**src/rtl/result_writeback_router_pkg.sv**
```systemverilog
// result_writeback_router_pkg: shared destination encodings, default widths and channel-entry layout for the writeback router.
package result_writeback_router_pkg;
  localparam int DEF_WORD_WIDTH = 32;
  localparam int DEF_NUM_REGISTERS = 8;
  localparam int DEF_NUM_PREDICATES = 8;
  localparam int DEF_NUM_OUT_CHANNELS = 4;
  localparam int DEF_TAG_WIDTH = 2;
  localparam int DEF_CHANNEL_DEPTH = 4;
  typedef enum logic [1:0] {
    DEST_NONE = 2'd0,
    DEST_REG = 2'd1,
    DEST_CHANNEL = 2'd2,
    DEST_PRED = 2'd3
  } dest_type_t;
  typedef struct packed {
    logic [DEF_TAG_WIDTH-1:0] tag;
    logic [DEF_WORD_WIDTH-1:0] data;
  } ch_entry_t;
  function automatic int max3(int a, int b, int c);
    return (a > b) ? ((a > c) ? a : c) : ((b > c) ? b : c);
  endfunction
endpackage

```
**src/rtl/result_writeback_router_channel_fifo.sv**
```systemverilog
// channel_fifo: per-channel output queue; ports clk, rst (sync, active-high), push/push_data, ready -> valid/data head, count; macro TIA_CHANNEL_FALLTHROUGH_EN lets a push into an empty queue appear at the head in the same cycle.
module channel_fifo #(
  parameter int WIDTH = 34,
  parameter int DEPTH = 4
) (
  input  logic                     clk,
  input  logic                     rst,
  input  logic                     push,
  input  logic [WIDTH-1:0]         push_data,
  input  logic                     ready,
  output logic                     valid,
  output logic [WIDTH-1:0]         data,
  output logic [$clog2(DEPTH):0]   count
);
  localparam int AW = $clog2(DEPTH);
  logic [WIDTH-1:0] mem [DEPTH];
  logic [AW-1:0] rd_ptr, wr_ptr;
  logic empty, pop, wr, rd;
  assign empty = count == '0;
`ifdef TIA_CHANNEL_FALLTHROUGH_EN
  assign valid = !empty || push;
  assign data = empty ? push_data : mem[rd_ptr];
`else
  assign valid = !empty;
  assign data = mem[rd_ptr];
`endif
  assign pop = valid && ready;
  assign rd = pop && !empty;
  // a pop while empty can only be the bypassed push, which never takes a slot
  assign wr = push && !(empty && pop);
  always_ff @(posedge clk)
    if (wr) mem[wr_ptr] <= push_data;
  always_ff @(posedge clk) begin
    if (rst) begin
      rd_ptr <= '0;
      wr_ptr <= '0;
      count <= '0;
    end else begin
      if (wr) wr_ptr <= wr_ptr + 1'b1;
      if (rd) rd_ptr <= rd_ptr + 1'b1;
      count <= count + (AW+1)'(wr) - (AW+1)'(rd);
    end
  end
endmodule

```
**src/rtl/result_writeback_router.sv**
```systemverilog
// result_writeback_router: commits ALU results to the register-file port, predicate port or tagged channel FIFOs; ports clock, reset, in_* issue handshake, rf_*/pred_* registered writes, ch_* per-channel heads, halted; macro TIA_CHANNEL_FALLTHROUGH_EN enables same-cycle channel fallthrough.
module result_writeback_router
  import result_writeback_router_pkg::*;
#(
  parameter int WORD_WIDTH = DEF_WORD_WIDTH,
  parameter int NUM_REGISTERS = DEF_NUM_REGISTERS,
  parameter int NUM_PREDICATES = DEF_NUM_PREDICATES,
  parameter int NUM_OUT_CHANNELS = DEF_NUM_OUT_CHANNELS,
  parameter int TAG_WIDTH = DEF_TAG_WIDTH,
  parameter int CHANNEL_DEPTH = DEF_CHANNEL_DEPTH,
  localparam int IW = $clog2(max3(NUM_REGISTERS, NUM_PREDICATES, NUM_OUT_CHANNELS)),
  localparam int RW = $clog2(NUM_REGISTERS),
  localparam int PW = $clog2(NUM_PREDICATES)
) (
  input  logic                                   clock,
  input  logic                                   reset,
  input  logic                                   in_valid,
  output logic                                   in_ready,
  input  logic [1:0]                             in_dest_type,
  input  logic [IW-1:0]                          in_dest_index,
  input  logic [TAG_WIDTH-1:0]                   in_tag,
  input  logic [WORD_WIDTH-1:0]                  in_result,
  input  logic                                   in_halt,
  output logic                                   rf_wen,
  output logic [RW-1:0]                          rf_windex,
  output logic [WORD_WIDTH-1:0]                  rf_wdata,
  output logic                                   pred_wen,
  output logic [PW-1:0]                          pred_windex,
  output logic                                   pred_wvalue,
  output logic [NUM_OUT_CHANNELS-1:0]            ch_valid,
  input  logic [NUM_OUT_CHANNELS-1:0]            ch_ready,
  output logic [NUM_OUT_CHANNELS*WORD_WIDTH-1:0] ch_data,
  output logic [NUM_OUT_CHANNELS*TAG_WIDTH-1:0]  ch_tag,
  output logic                                   halted
);
  localparam int CW = $clog2(NUM_OUT_CHANNELS);
  localparam int AW = $clog2(CHANNEL_DEPTH);
  localparam int EW = TAG_WIDTH + WORD_WIDTH;
  dest_type_t dest;
  logic [AW:0] count [NUM_OUT_CHANNELS];
  logic reg_ok, pred_ok, ch_ok, ch_full, accept, live;
  assign dest = dest_type_t'(in_dest_type);
  assign reg_ok = {1'b0, in_dest_index} < (IW+1)'(NUM_REGISTERS);
  assign pred_ok = {1'b0, in_dest_index} < (IW+1)'(NUM_PREDICATES);
  assign ch_ok = {1'b0, in_dest_index} < (IW+1)'(NUM_OUT_CHANNELS);
  // stall only on current occupancy so ch_ready never reaches in_ready
  assign ch_full = ch_ok && count[in_dest_index[CW-1:0]] == (AW+1)'(CHANNEL_DEPTH);
  assign in_ready = !halted && !(dest == DEST_CHANNEL && ch_full);
  assign accept = in_valid && in_ready;
  assign live = accept && !in_halt;
  always_ff @(posedge clock) begin
    if (reset) begin
      rf_wen <= 1'b0;
      rf_windex <= '0;
      rf_wdata <= '0;
      pred_wen <= 1'b0;
      pred_windex <= '0;
      pred_wvalue <= 1'b0;
      halted <= 1'b0;
    end else begin
      rf_wen <= live && dest == DEST_REG && reg_ok;
      pred_wen <= live && dest == DEST_PRED && pred_ok;
      halted <= halted || (accept && in_halt);
      if (live && dest == DEST_REG && reg_ok) begin
        rf_windex <= in_dest_index[RW-1:0];
        rf_wdata <= in_result;
      end
      if (live && dest == DEST_PRED && pred_ok) begin
        pred_windex <= in_dest_index[PW-1:0];
        pred_wvalue <= |in_result;
      end
    end
  end
  for (genvar c = 0; c < NUM_OUT_CHANNELS; c++) begin : g_ch
    logic [EW-1:0] head;
    channel_fifo #(.WIDTH(EW), .DEPTH(CHANNEL_DEPTH)) u_fifo (
      .clk(clock),
      .rst(reset),
      .push(live && dest == DEST_CHANNEL && ch_ok && in_dest_index[CW-1:0] == CW'(c)),
      .push_data({in_tag, in_result}),
      .ready(ch_ready[c]),
      .valid(ch_valid[c]),
      .data(head),
      .count(count[c])
    );
    assign ch_tag[c*TAG_WIDTH +: TAG_WIDTH] = head[EW-1:WORD_WIDTH];
    assign ch_data[c*WORD_WIDTH +: WORD_WIDTH] = head[WORD_WIDTH-1:0];
  end
endmodule
```
**config.mk**
```make
export PLATFORM = sky130hd
export DESIGN_NAME = result_writeback_router
export DESIGN_NICKNAME = d
export VERILOG_FILES = /design/src/rtl/result_writeback_router_pkg.sv /design/src/rtl/result_writeback_router_channel_fifo.sv /design/src/rtl/result_writeback_router.sv
export SDC_FILE = /design/constraint.sdc
export NUM_CORES = 1
export LEC_CHECK = 0
export BUFFER_PORTS_ARGS = -buffer_cell sky130_fd_sc_hd__buf_2
export CAP_MARGIN = 20
export CORE_AREA = 2 2 343 277
export DETAILED_ROUTE_END_ITERATION = 8
export DIE_AREA = 0 0 345 279
export MAX_ROUTING_LAYER = met4
export PLACE_DENSITY = 0.48
export SYNTH_ARGS = -nofsm -noshare
export SYNTH_HDL_FRONTEND = slang
export SYNTH_SLANG_ARGS = --single-unit
```
**constraint.sdc**
```tcl
create_clock -name clock -period 3.47 [get_ports clock]
set_input_delay 0.1735 -clock clock [delete_from_list [all_inputs] [get_ports clock]]
set_output_delay 0.1735 -clock clock [all_outputs]
set_load 0.02 [all_outputs]
```
==> results of run 1 <==
kinds of logic after synthesis:
group,count (synthesis),synth area share (%)
AOI/OAI and AO/OA,46,1.30
xor gates and xnor gates,16,0.608
adders and majority gates,28,1.65
buffers and inverters,81,1.46
DFF,622,77.7
muxes,147,13.8
and+or+nand+nor,165,3.54
routing by layer:
layer  global-route usage, %  vias to the layer above  routed length (µm)
met5                       -                        -                   0
met2                    22.1                      332               31500
met1                    18.2                     6214               28900
met4                    2.67                        0                1010
met3                    3.60                       73                4170
li1                        -                     5000                   -
stage by stage:
step                      setup slack [ns]  hold WS, ns  instances  util, %  instance area (µm²)
final                                0.669       0.0374       2683     30.6                28300
after global placement               0.734        0.440       2544     28.0                25900
after detailed placement             0.771        0.443       2545     28.0                25900
after floorplan                      0.901        0.272       1105        -                23000
after global routing                 0.477       0.0204       2680     30.5                28300
after CTS                            0.557      0.00929       2680     30.5                28300
critical path, cell delays in order (launching register included):
cell and delay [ns]:
dfxtp_2 0.84, buf_4 0.37, mux4_2 0.59, buf_2 0.19
cells in the final DEF (no fill, tap or decap), types with 11 or more instances in the layout:
cell type      instances
a21oi_1               35
mux4_2               136
dlygate4sd3_1         11
nor2_1                33
ha_1                  24
inv_1                 28
and2_2                16
nand2_1               74
clkbuf_16             72
edfxtp_1             544
dfxtp_1               70
buf_4                 31
buf_2                229
clkbuf_1              15
xnor2_1               11
path summary, 6_finish.rpt:
| check | depth (start not counted) | slack, ns | start | endpoint |
|---|---|---|---|---|
| max | 3 | 0.67 | register | ch_data[99] |
| min | 3 | 0.04 | in_result[22] | rf_wdata[22] |
| max reg2reg | 6 | 0.85 | halted | g_ch[1].u_fifo.mem[3][14] |
| min reg2reg | 2 | 0.45 | rf_wdata[4] | rf_wdata[4] |
synth_stat cells (2+ instances only):
cell type,number
nand2b_1,8
a21oi_1,35
nand4_1,2
xor2_1,5
xnor2_1,11
mux2i_1,7
o31a_1,4
a211oi_1,2
or3_1,4
fa_1,4
buf_2,14
inv_1,28
and2_1,16
nor2_1,33
dfxtp_1,78
nor4_1,8
ha_1,24
edfxtp_1,544
mux2_1,3
nand3_1,2
nand2_1,74
nor2b_1,7
clkbuf_1,32
mux4_2,136
buf_4,4
nand3b_1,2
buf_1,3
state kept, by name (all words and copies together) (netlist names), named ones only:
name / cells
g_ch.u_fifo.mem: 544
pred_wen: 1
g_ch.u_fifo.count: 12
rf_windex: 3
rf_wdata: 32
pred_windex: 3
pred_wvalue: 1
g_ch.u_fifo.wr_ptr: 8
rf_wen: 1
halted: 1
g_ch.u_fifo.rd_ptr: 8
where the power goes:
| part | total [mW] | internal, mW | switching [mW] |
|---|---|---|---|
| sequential | 8.76 | 8.27 | 0.486 |
| combinational | 3.96 | 1.69 | 2.27 |
| clock | 7.18 | 4.24 | 2.94 |
| total | 19.9 | 14.2 | 5.69 |
timing repair:
item / CTS / global route
hold buffers: 11 / 0
endpoints found under the hold margin: 24 / 0
endpoints found under the setup margin: 0 / 0
cell type report:
cell class | count | area [µm²] | share of cell area, %
clock buffers | 93 | 1940 | 6.86
diodes | 3 | 7.51 | 0.0265
repair buffers | 280 | 1670 | 5.90
multi-input cells | 402 | 4840 | 17.1
well taps | 1224 | 1530 | 5.41
clock inverters | 31 | 290 | 1.03
inverters | 28 | 105 | 0.372
flip-flops and latches | 622 | 17900 | 63.3
==> results.json, run 1 <==
{
  "ys.flop_type": "edfxtp_1",
  "netlist_area_um2": 23000,
  "coreArea_um2": 92600,
  "vias": 11619,
  "grt_max_degree": 65,
  "relSlewSlack_pct": 25.4,
  "worst_pin_slew_ns": 1.12,
  "grt_pass1_wl_um": 92100,
  "drv_slew": 0,
  "powerDensity_nw_per_um2": 703,
  "avgViaCountPerCell": 4.33,
  "grt_usage_pct": 13.9,
  "fin_nets": 1479,
  "row_count": 100,
  "cts_buffers": 70,
  "ys_warn_count": 0,
  "drv_cap": 0,
  "grt_pass1_vias": 11804,
  "dieHeight_um": 279,
  "clock_skew_ns": 0.0344,
  "period_minus_slack_ns": 2.80,
  "cp.required_ns": 3.30,
  "finalSetupViolCount": 0,
  "synth_seq_area_share_pct": 77.7,
  "drt_wl_total_um": 65600,
  "clk_pin_slew_ns": 0.06,
  "cts_tree": "built",
  "synth_top_area_share_pct": 70.9,
  "ios": 230,
  "async_reset_ff_share_pct": 0,
  "finalCritPeriodShare_pct": 80.7,
  "worstPathArrival_ns": 2.63,
  "status": "completed",
  "synth_seq_cells": 622,
  "drt_iter0_drc": 949,
  "setup_tns_ns": 0,
  "gp_congestion": 0.746,
  "min_path_type": "in -> reg",
  "gr-total-overflow": 0,
  "total_power_mw": 19.9,
  "final_antenna_net_count": 0,
  "die-area_um2": 96300,
  "layout-drive-gt1-share_pct": 37.0,
  "syn_area_per_cell_um2": 20.9,
  "portBuffers": 229,
  "clock_sinks": 622,
  "power_leakage_nw": 9.24,
  "drtPass1Iterations": 5,
  "avgRoutedWirePerCell_um": 24.5,
  "syn_inst": 1105,
  "cts_setup_buffers": 0,
  "path_max_fanout": 19,
  "synth_top_area_cell": "edfxtp_1",
  "cts_resized": 0,
  "syn_nets": 1180,
  "report.final.hold_viol_count": 0,
  "die_w_um": 345,
  "start_kind": "register",
  "yosysUniqueCellTypes": 42,
  "antenna_found_initial": 2,
  "clk_latency_ns": 0.62,
  "ctsHtreeMaxLevel": 3,
  "start_util_pct": 24.9,
  "synth_edf_count": 544,
  "cts_buffer_depth": 3,
  "synthToLayoutAreaGrowth_pct": 22.7,
  "fillers": 8995,
  "dp_hpwl_um": 43800,
  "endpoint_kind": "primary output",
  "rsz0062_at_grt": "no",
  "cts-root-buf": "clkbuf_16",
  "max_freq_mhz": 357,
  "synthTopCellsByArea": "edfxtp_1 (71%), mux4_2 (13%), dfxtp_1 (6.8%)",
  "drcViolationCount": 0,
  "ir_drop_uv": 325,
  "worstSetupPathType": "reg -> out"
}
No activity file was read; power rests on OpenSTA's default activity.
==> run 2, diff against run 1 <==
Settings changed: ABC_AREA set to 1, CORE_AREA 2 2 343 277 to 2 2 348 281, DIE_AREA 0 0 345 279 to 0 0 350 283.
Clock period 3.47 ns to 2.6 ns, I/O delays scaled along.
==> run 2 against run 1 <==
  * Sequential share of layout area decreased by 2.4 points
  * Register-to-register slack got worse by 0.62 ns
  * Combinational power increased by 65%
  * Worst setup slack got worse by 0.57 ns
  * Critical endpoint is now ch_data[20]
  * Clock power increased by 25%
  * Worst hold slack got worse by 0.026 ns
==> results.json, run 2 <==
{
  "status": "completed",
  "dpl_cell_area_um2": 27000,
  "endpoint_kind": "primary output",
  "portBuffers": 229,
  "fillers": 9625,
  "coreArea_um2": 95800,
  "rsz0062_at_grt": "yes",
  "gr-total-overflow": 0,
  "setup_tns_ns": 0,
  "r2r-end": "halted",
  "syn_inst": 1863,
  "report.final.hold_viol_count": 0,
  "grt_pass1_vias": 14965,
  "min_from": "ch_ready[1]",
  "ios": 230,
  "relSlewSlack_pct": 32.6,
  "synth_edf_count": 544,
  "grt_usage_pct": 14.6,
  "finalSetupViolCount": 0,
  "synth_compound_area_share_pct": 9.84,
  "synthTopCellsByArea": "edfxtp_1 (69%), dfxtp_1 (6.6%), nor2_1 (6.4%)",
  "synth_seq_cells": 622,
  "powerDensity_nw_per_um2": 908,
  "netlist_area_um2": 23700,
  "fin_nets": 2225,
  "gp_congestion": 0.813,
  "worst_pin_slew_ns": 1.00,
  "period_minus_slack_ns": 2.50,
  "top_register": "g_ch.u_fifo.mem",
  "ys_warn_count": 0,
  "max_freq_mhz": 400,
  "netlist_top_cells_count": "edfxtp_1 (544), nor2_1 (406), o21ai_0 (281)",
  "r2r_slack_ns": 0.23,
  "antenna_found_initial": 7,
  "synth_top_area_share_pct": 68.9,
  "fin_util_pct": 30.7,
  "avgViaCountPerCell": 4.43,
  "cts_tree": "built",
  "die_w_um": 350,
  "cp.required_ns": 2.47,
  "clk_latency_ns": 0.61,
  "syn_nets": 1938,
  "power_leakage_nw": 10.5,
  "ys.flop_type": "edfxtp_1",
  "drt_wl_total_um": 71300,
  "yosys.area_share.xor_xnor_pct": 0.148,
  "yosysUniqueCellTypes": 26,
  "drcViolationCount": 0,
  "row_count": 102,
  "synth_top_area_cell": "edfxtp_1",
  "worstSetupPathType": "reg -> out",
  "clock_sinks": 622,
  "cts_buffer_depth": 3,
  "dp_hpwl_um": 47200,
  "synthToLayoutAreaGrowth_pct": 24.0,
  "synth_seq_area_share_pct": 75.5,
  "async_reset_ff_share_pct": 0,
  "finalCritPeriodShare_pct": 96.1,
  "vias": 15520,
  "instances_no_fill": 3505,
  "synth_mux_area_share_pct": 0,
  "dieHeight_um": 283,
  "largest_register_ffs": 544,
  "synthAdderAreaFrac_pct": 1.60,
  "holdPathEnd": "g_ch[1].u_fifo.rd_ptr[0]",
  "drv_slew": 0,
  "ctsHtreeMaxLevel": 3,
  "yosysMostFrequentCell": "edfxtp_1",
  "grt_pass1_wl_um": 103000,
  "dp.cells": 3357,
  "grt_max_degree": 69,
  "drt_iter0_drc": 1353,
  "holdPathStages": 5,
  "final_cell_mix": "edfxtp_1 (544), nor2_1 (389), o21ai_0 (280)",
  "start_kind": "register",
  "ir_drop_uv": 493,
  "clk_pin_slew_ns": 0.06,
  "avgRoutedWirePerCell_um": 20.3,
  "start_util_pct": 24.7,
  "cts_buffers": 66,
  "final_common_cell": "edfxtp_1",
  "path_max_fanout": 68,
  "synth_top_family_by_area": "compound AO/OA/AOI/OAI gates",
  "min_path_type": "in -> reg",
  "final_antenna_net_count": 0,
  "fin_area_um2": 29400,
  "cts-root-buf": "clkbuf_16",
  "reg_top3": "g_ch.u_fifo.mem (544), rf_wdata (32), g_ch.u_fifo.count (12)",
  "layout-drive-gt1-share_pct": 20.0,
  "drv_cap": 0,
  "worstPathArrival_ns": 2.37,
  "clock_skew_ns": 0.0237,
  "die-area_um2": 99100,
  "reg2reg_depth": 10,
  "synth-simple-area-share_pct": 9.19,
  "crit-reg2reg-launch": "g_ch[2].u_fifo.count[1]",
  "syn_area_per_cell_um2": 12.7,
  "drtPass1Iterations": 7
}
==> run 2: cell count changes in the layout (fill, tap and decap cells not counted), moves of 10 or more <==
| cell | delta |
|---|---|
| a21oi_1 | -20 |
| buf_12 | +16 |
| inv_1 | +87 |
| nor2_4 | +17 |
| o21ai_0 | +280 |
| xnor2_1 | -11 |
| nand2_1 | +41 |
| dlygate4sd3_1 | +12 |
| mux4_2 | -136 |
| and2_2 | -16 |
| o22ai_2 | +12 |
| nor2_1 | +356 |
| o22ai_1 | +123 |
| buf_4 | +10 |
==> run 2: cell families (layout without fill, tap and decap cells) <==
group	Yosys count	in the layout
xor gates and xnor gates	4	4
DFF	622	622
buffers and inverters	224	562
adders and majority gates	28	28
and+or+nand+nor	553	553
AOI/OAI and AO/OA	432	432
other	0	4
==> run 2: layout make-up <==
cell class | count | area, µm² | area share, %
clock inverter | 32 | 283 | 0.962
multi-input combinational | 1017 | 5130 | 17.5
inverter | 122 | 464 | 1.58
tap | 1300 | 1630 | 5.53
sequential | 622 | 17900 | 60.9
timing repair buffer | 321 | 2210 | 7.53
antenna | 4 | 10.0 | 0.0341
clock buffer | 87 | 1760 | 5.99
==> run 2: worst max-delay path by stage <==
stage | from | to | slack [ns] | depth (start not counted)
floorplan | g_ch[1].u_fifo.count[1] | g_ch[0].u_fifo.mem[0][0] | -0.39 | 10
global placement | in_result[28] | pred_wvalue | -0.002 | 8
detailed placement | g_ch[1].u_fifo.count[1] | g_ch[3].u_fifo.mem[3][14] | 0.13 | 11
CTS | register | ch_data[116] | 0.009 | 5
global route | register | ch_data[20] | -0.04 | 4
finish | register | ch_data[20] | 0.10 | 4
==> run 2: metrics by stage <==
step	total power [mW]	hold slack (ns)	worst slack [ns]
CTS	27.1	0.00363	0.00939
detailed placement	18.0	0.413	0.128
finish	26.7	0.0111	0.102
floorplan	15.1	0.199	-0.386
global placement	17.9	0.393	-0.00191
global route	28.0	0.000570	-0.0395
==> run 2: power breakdown <==
group	total [mW]	switching, mW	leakage, nW	internal (mW)
combinational	6.54	4.74	3.96	1.80
sequential	11.2	0.145	5.53	11.0
clock	9.00	3.89	0.986	5.11
==> run 2: layer usage <==
metal | wire [µm] | global-route usage (%) | up-vias
met1 | 33400 | 20.7 | 7719
li1 | - | - | 7209
met5 | 0 | - | -
met3 | 4690 | 2.78 | 88
met2 | 31700 | 21.3 | 504
met4 | 1480 | 3.60 | 0
==> run 2: what timing repair did <==
item	4_1_cts	5_1_grt
buffers inserted	0	2
setup endpoints to repair	2	165
gates cloned	0	0
hold buffers	23	0
endpoints found under the hold margin	119	0
gates resized for setup	2	18
pin swaps	0	1
==> run 2: critical path, stage by stage (launching register included) <==
cell,delay [ns]
dfxtp_2,0.34
buf_4,0.57
o21ai_0,0.21
o22ai_1,0.38
buf_2,0.25
==> run 3, diff against run 2 <==
Settings changed: ABC_AREA 1 to unset, CORE_AREA 2 2 348 281 to 2 2 343 277, DIE_AREA 0 0 350 283 to 0 0 345 279.
==> run 3 against run 2 <==
  * Sequential share of layout area up 0.79 points
  * Clock skew grew 0.0083 ns
  * Non-clock buffer count is 21 higher
  * Fmax up 2.0%
  * Critical endpoint is now ch_data[32]
  * Combinational power is 13% lower
  * First-iteration DRC count decreased by 34%
==> results.json, run 3 (synthesis gave the netlist of run 1 again) <==
{
  "dieHeight_um": 279,
  "antenna_found_initial": 6,
  "cts_setup_buffers": 0,
  "largest_register_ffs": 544,
  "clock_skew_ns": 0.0320,
  "coreArea_um2": 92600,
  "switching_share_pct": 28.6,
  "cts_buffers": 69,
  "gr-total-overflow": 0,
  "final_cell_mix": "edfxtp_1 (544), buf_2 (229), mux4_2 (136)",
  "portBuffers": 229,
  "avgRoutedWirePerCell_um": 23.9,
  "clk_latency_ns": 0.61,
  "fillers": 9020,
  "worstPathCellList": "buf_12 > mux4_2 > buf_2",
  "clk_pin_slew_ns": 0.06,
  "grt_usage_pct": 13.9,
  "grt_pass1_wl_um": 92500,
  "max_freq_mhz": 408,
  "path_buf_inv": 2,
  "layout_setup_ws_ns": 0.152,
  "intPower_mw": 19.2,
  "drv_slew": 0,
  "status": "completed",
  "final_common_cell": "edfxtp_1",
  "start_util_pct": 24.9,
  "power_switching_mw": 7.68,
  "crit_slowest_cell": "mux4_2",
  "cts_buffer_depth": 3,
  "die-area_um2": 96300,
  "ios": 230,
  "r2r_slack_ns": 0.33,
  "vias": 12026,
  "setup_tns_ns": 0,
  "crit_family": "multiplexers",
  "crit-reg2reg-launch": "halted",
  "layout-drive-gt1-share_pct": 39.3,
  "final_antenna_net_count": 0,
  "p_seq_share_pct": 42.4,
  "worstSetupPathType": "reg -> out",
  "dp_hpwl_um": 44500,
  "row_count": 100,
  "start_kind": "register",
  "drv_cap": 0,
  "clock_sinks": 622,
  "grt_pass1_vias": 12181,
  "ir_drop_uv": 568,
  "die_w_um": 345,
  "period_minus_slack_ns": 2.45,
  "path_max_fanout": 19,
  "fin_nets": 1540,
  "detailedPlace.worstSlack_ns": 0.0707,
  "critPathMaxStageDelay_ns": 0.64,
  "finalCritPeriodShare_pct": 94.2,
  "p_clk_share_pct": 36.5,
  "drt_iter0_drc": 898,
  "reg_top3": "g_ch.u_fifo.mem (544), rf_wdata (32), g_ch.u_fifo.count (12)",
  "whs_ns": 0.0408,
  "avgViaCountPerCell": 4.38,
  "ctsHtreeMaxLevel": 3,
  "r2r-end": "g_ch[2].u_fifo.count[2]",
  "crit_cells": 3,
  "grt_max_degree": 53,
  "pwr-share-comb_pct": 21.1,
  "min_path_type": "in -> reg",
  "gp_congestion": 0.745,
  "finalSetupViolCount": 0,
  "setup.worst_path.end": "ch_data[32]",
  "relSlewSlack_pct": 56.0,
  "cp.required_ns": 2.47,
  "powerDensity_nw_per_um2": 926,
  "cts-root-buf": "clkbuf_16",
  "drtPass1Iterations": 5,
  "reg2reg_depth": 9,
  "cts_tree": "built",
  "endpoint_kind": "primary output",
  "synthToLayoutAreaGrowth_pct": 25.9,
  "power_leakage_nw": 9.62,
  "report.final.hold_viol_count": 0,
  "worst_pin_slew_ns": 0.655,
  "drcViolationCount": 0,
  "drt_wl_total_um": 65600,
  "worstPathArrival_ns": 2.32,
  "top_register": "g_ch.u_fifo.mem",
  "rsz0062_at_grt": "no"
}
==> run 3: cell count changes in the layout (fill, tap and decap cells not counted), moves of 41 or more <==
cell / change
nor2_1: -356
o22ai_1: -123
mux4_2: +136
o21ai_0: -280
nand2_1: -41
inv_1: -87
==> run 3: timing repair <==
action                                 4_1_cts  5_1_grt
endpoints found under the hold margin      186        0
setup endpoints to repair                    9        0
resized for setup                            3        0
hold buffers                                28        0
==> run 3: layout make-up <==
| class | count | area [µm²] | area share (%) |
|---|---|---|---|
| multi-input cells | 402 | 4850 | 16.7 |
| flip-flops and latches | 622 | 17900 | 61.7 |
| diodes | 1 | 2.50 | 0.00862 |
| repair buffers | 342 | 2340 | 8.06 |
| inverters | 28 | 105 | 0.362 |
| clock inverters | 35 | 390 | 1.34 |
| clock buffers | 89 | 1900 | 6.54 |
| well taps | 1224 | 1530 | 5.28 |
==> run 3: worst min path at each step <==
stage | start | to | slack, ns | cells past startpoint
after floorplan | in_result[0] | g_ch[0].u_fifo.mem[0][0] | 0.23 | 0
after global placement | in_dest_index[2] | rf_windex[2] | 0.40 | 3
after detailed placement | in_dest_index[2] | rf_windex[2] | 0.41 | 3
after CTS | reset | g_ch[2].u_fifo.count[1] | 0.004 | 2
after global routing | in_result[11] | rf_wdata[11] | 0.03 | 4
final | reset | g_ch[0].u_fifo.count[2] | 0.04 | 2
==> run 3: stage by stage <==
step                      area, µm²  total power, mW  utilization, %  std cells
after floorplan               23000             15.1               -       1105
after global placement        26400             17.4            28.6       2589
after detailed placement      26400             17.5            28.6       2589
after CTS                     29000             27.4            31.3       2741
after global routing          29000             28.1            31.3       2743
final                         29000             26.9            31.3       2743
==> run 3: power groups by stage <==
stage	registers, mW	logic (mW)	clock network [mW]
final	11.4	5.67	9.83
after floorplan	11.4	3.75	0
after global placement	11.6	5.82	0
after CTS	11.4	5.90	10.1
after global routing	11.4	6.07	10.5
after detailed placement	11.6	5.84	0
==> run 3: layer usage <==
layer | global-route usage (%) | vias up | part of all wire, %
met4 | 3.61 | 0 | 2.3
li1 | - | 5128 | -
met1 | 19.2 | 6401 | 46
met5 | - | - | 0
met2 | 21.1 | 399 | 46
met3 | 2.66 | 98 | 5.4
